==> config.mk <==
export PLATFORM = sky130hd
export DESIGN_NAME = pc_fetch_unit
export DESIGN_NICKNAME = d
export VERILOG_FILES = /design/src/rtl/pc_fetch_unit.sv
export SDC_FILE = /design/constraint.sdc
export NUM_CORES = 1
export LEC_CHECK = 0
export ABC_AREA = 1
export BUFFER_PORTS_ARGS = -buffer_cell sky130_fd_sc_hd__buf_4
export CORE_MARGIN = 5
export CORE_UTILIZATION = 48
export DETAILED_ROUTE_END_ITERATION = 6
export PLACE_DENSITY = 0.83
export RECOVER_POWER = 50
export SYNTH_ARGS = -nofsm -noshare
export SYNTH_HDL_FRONTEND = slang
export SYNTH_SLANG_ARGS = --single-unit
==> constraint.sdc <==
create_clock -name clk -period 2.2 [get_ports clk]
set_input_delay 0.55 -clock clk [delete_from_list [all_inputs] [get_ports clk]]
set_output_delay 0.55 -clock clk [all_outputs]
set_load 0.01 [all_outputs]
==> src/rtl/pc_fetch_unit.sv <==
// Instruction-fetch stage: owns the PC, sequences boot, handles stalls and
// branch/jalr redirects, and traps misaligned redirect targets into HALT.
module pc_fetch_unit #(
  parameter logic [31:0] RESET_PC    = 32'h0000_0000,
  parameter int          BOOT_CYCLES = 4
) (
  input  logic        clk,
  input  logic        rst,
  input  logic        start,
  input  logic        stall,
  input  logic        redirect_valid,
  input  logic [31:0] redirect_pc,
  output logic [31:0] imem_addr,
  input  logic [31:0] imem_rdata,
  output logic [31:0] pc,
  output logic [31:0] instr_IF,
  output logic        pc_running,
  output logic        misalign_err,
  output logic        boot_busy
);

  localparam int CNT_W = (BOOT_CYCLES > 1) ? $clog2(BOOT_CYCLES) : 1;
  localparam logic [CNT_W-1:0] BOOT_LAST = CNT_W'(BOOT_CYCLES - 1);

  typedef enum logic [1:0] {
    S_IDLE = 2'd0,
    S_BOOT = 2'd1,
    S_RUN  = 2'd2,
    S_HALT = 2'd3
  } state_t;

  state_t           state, state_nxt;
  logic [31:0]      pc_q, pc_nxt;
  logic [CNT_W-1:0] boot_cnt, boot_cnt_nxt;
  logic             err_q, err_nxt;

  // Next-state, next-PC and boot counter decode; redirect outranks stall
  always_comb begin
    state_nxt    = state;
    pc_nxt       = pc_q;
    boot_cnt_nxt = boot_cnt;
    err_nxt      = err_q;
    case (state)
      S_IDLE: begin
        if (start) state_nxt = S_BOOT;
      end
      S_BOOT: begin
        if (boot_cnt == BOOT_LAST) begin
          // Pre-issue RESET_PC so the first RUN cycle already has its word
          state_nxt    = S_RUN;
          boot_cnt_nxt = '0;
          pc_nxt       = RESET_PC;
        end else begin
          boot_cnt_nxt = boot_cnt + 1'b1;
        end
      end
      S_RUN: begin
        if (redirect_valid) begin
          if (redirect_pc[1:0] != 2'b00) begin
            // Misaligned target: trap without moving the PC
            state_nxt = S_HALT;
            err_nxt   = 1'b1;
          end else begin
            pc_nxt = redirect_pc;
          end
        end else if (!stall) begin
          pc_nxt = pc_q + 32'd4;
        end
      end
      S_HALT: begin
        state_nxt = S_HALT;
      end
      default: begin
        state_nxt = S_IDLE;
      end
    endcase
  end

  // State, PC, boot counter and sticky error registers
  always_ff @(posedge clk) begin
    if (rst) begin
      state    <= S_IDLE;
      pc_q     <= RESET_PC;
      boot_cnt <= '0;
      err_q    <= 1'b0;
    end else begin
      state    <= state_nxt;
      pc_q     <= pc_nxt;
      boot_cnt <= boot_cnt_nxt;
      err_q    <= err_nxt;
    end
  end

  assign imem_addr    = pc_nxt;
  assign pc           = pc_q;
  assign pc_running   = (state == S_RUN);
  assign boot_busy    = (state == S_BOOT);
  assign misalign_err = err_q;

  // The word arriving in a redirect cycle is wrong-path and is squashed here
  assign instr_IF = (pc_running && !redirect_valid) ? imem_rdata : 32'h0;

endmodule

==> impl_metrics.tcl <==
set metrics [dict create \
    outcome "finished, violations left" \
    violations "setup timing" \
    vias 5325 \
    avgSynthCellArea_sq_um 5.868 \
    startpoint_type "flop" \
    cts-buffers-inserted 5 \
    final-setup-viol-count 65 \
    ys_seq_area_share_pct 21.14 \
    synth_fp_nets 674 \
    grt_overflow 0 \
    finalWorstSetupSlack_ps -378.1 \
    final.min_clock_period_ps 2578 \
    crit_type "reg -> out" \
    cp-end-kind "primary output" \
    ys_async_sr_fraction_pct 0 \
    dp_hpwl_mm 9.557 \
    io_pins 168 \
    rsz0062_at_grt "yes" \
    cts_hold_buf 0 \
    drcViolationCount 0 \
    p_leak_uw 0.003150 \
    power.density_nw_per_um2 625.8 \
    grt_max_degree 51 \
    initial_utilization_pct 48.82 \
    cpMostUsedCell "buf_4" \
    synth_edf_count 0 \
    critPathMaxStageDelay_ps 380 \
    vias_per_cell 5.720 \
    drtAntennaViolNets 0 \
    final_hold_viol_count 0 \
    critPathBufInv 3 \
    cp_max_fo 6 \
    grt_antenna_before_repair 0 \
    drt_wl_total_mm 18.04 \
    cts_tree "built" \
    ys.flop_type "dfxtp_1" \
    clock_latency_ps 310 \
    insertedDiodeCount 0 \
    yosys_register_bits 37 \
    cp_slowest_cell "dfxtp_4" \
    cts.reportedPaths.clkPinSlew_ps 90 \
    first_global_vias 4721 \
    layout_commonest_cell "buf_4" \
    gp_congestion 0.9011 \
    htree_num_levels 2 \
    io_buffers 167 \
    fin_crit_sh_pct 117.2 \
    wl_per_cell_um 19.37 \
    cp_data_required_time_ps 1650 \
    drtIter0Drc 491 \
    total_power_uw 3905 \
    clock-sinks 37 \
    die_w_um 95.43 \
    r2r_slack_ps -50 \
    coreArea_sq_um 7176 \
    worstPathArrival_ps 2030 \
    cp_top_family "simple AND/OR/NAND/NOR gates" \
    num_rows 31 \
    maxSlewViolCount 0 \
    synthCells 597 \
    area_delta_synth_final_pct 78.11 \
    fp.dieH_um 95.43 \
    max_slew.worst_pin.slew_ps 1036 \
    grt_pass1_wl_mm 21.41 \
    first_pass_iters 5 \
    fin_skew_ps 11.13 \
    fillCellCount 385 \
    nNetsFinal 908 \
    drv_cap 0 \
    dp_cells 883 \
    final_cell_mix "buf_4, nand2_1, inv_1" \
    synth_cell_type_count 33 \
    max_slew_margin_pct 30.91 \
    drive_gt1_share_pct 50.36 \
    cts_buffer_depth 2 \
    final_cells 931 \
    ys.warnings.count 0 \
    min_path_type "reg -> reg" \
    worst_ir_drop_vdd_mv 0.5347 \
    fmax_mhz 387.9 \
    crit_chain "buf_6 -> nand2_4 -> nor2_4 -> buf_4 -> nand3_2 -> o21ai_0 -> nand3_1 -> nand2_1 -> buf_4" \
    root_buffer "clkbuf_8" \
    grt_usage_pct 29.35 \
    syn_area_sq_um 3503 \
    dieArea_sq_um 9107 \
]
## report_power, final
group	switching (uW)	internal, uW
sequential	98.7	750
combinational	1340	1140
clock	288	284
total	1730	2180
## cell type report
class | instances | area [sq um] | share of cell area (%)
sequential | 37 | 782.0 | 12.53
clock buffer | 7 | 96.34 | 1.544
tap | 99 | 123.9 | 1.985
multi-input combinational | 436 | 2679 | 42.93
clock inverter | 1 | 5.005 | 0.08021
timing repair buffer | 252 | 2151 | 34.47
inverter | 99 | 402.9 | 6.457
## layer usage
metal,share of wire (%),vias up,global-route usage [%]
met4,6.4,0,12.20
met5,0,-,0
met3,10,122,6.393
met1,34,2409,33.17
met2,49,447,53.00
li1,-,2347,-
## flip-flops by register name (all words and copies together), names as in the netlist
signal and count:
boot_cnt 2, pc 32, state 2, misalign_err 1
## logic make-up (layout without fill, tap and decap cells)
group / Yosys count / in the layout / synth area share [%]
and+or+nand+nor: 320 / 320 / 43.36
buffers and inverters: 124 / 359 / 15.00
AOI/OAI and AO/OA: 104 / 104 / 16.64
DFF: 37 / 37 / 21.14
adders and majority gates: 8 / 8 / 2.857
xor gates and xnor gates: 4 / 4 / 1.000
## Yosys cell counts (10+ instances only)
cell type,number,area (sq um)
nor2_1,58,217.7
a21oi_2,12,105.1
inv_1,96,360.4
nand3_2,10,100.1
nand3_1,58,290.3
o21ai_0,37,185.2
dfxtp_1,37,740.7
a21oi_1,48,240.2
nand2_1,161,604.3
## path summary, 6_finish.rpt
kind,start,to,cells past startpoint
max,pc[3],imem_addr[11],9
min,boot_cnt[0],boot_cnt[0],1
max reg2reg,state[0],pc[14],13
min reg2reg,boot_cnt[0],boot_cnt[0],1
## per-stage QoR
| step | hold WS, ps | area [sq um] | setup TNS (ps) | util (%) | setup slack (ps) |
|---|---|---|---|---|---|
| 3_5_place_dp | 456.3 | 5102 | -1283 | 71.11 | -125.4 |
| 4_1_cts | 469.1 | 5655 | -2258 | 78.81 | -142.0 |
| 5_1_grt | 546.7 | 6240 | -9080 | 86.96 | -410.3 |
| 2_1_floorplan | 442.2 | 3503 | 0 | - | 208.9 |
| 6_report | 521.2 | 6240 | -7488 | 86.96 | -378.1 |
| 3_3_place_gp | 445.8 | 5102 | -646.4 | 71.11 | -70.37 |
## timing repair
action	4_1_cts	5_1_grt
endpoints found under the hold margin	0	0
cloned	1	4
buffers inserted	23	14
setup endpoints to repair	64	65
pin swaps	29	44
resized for setup	82	119
No activity file was read; power rests on OpenSTA's default activity.
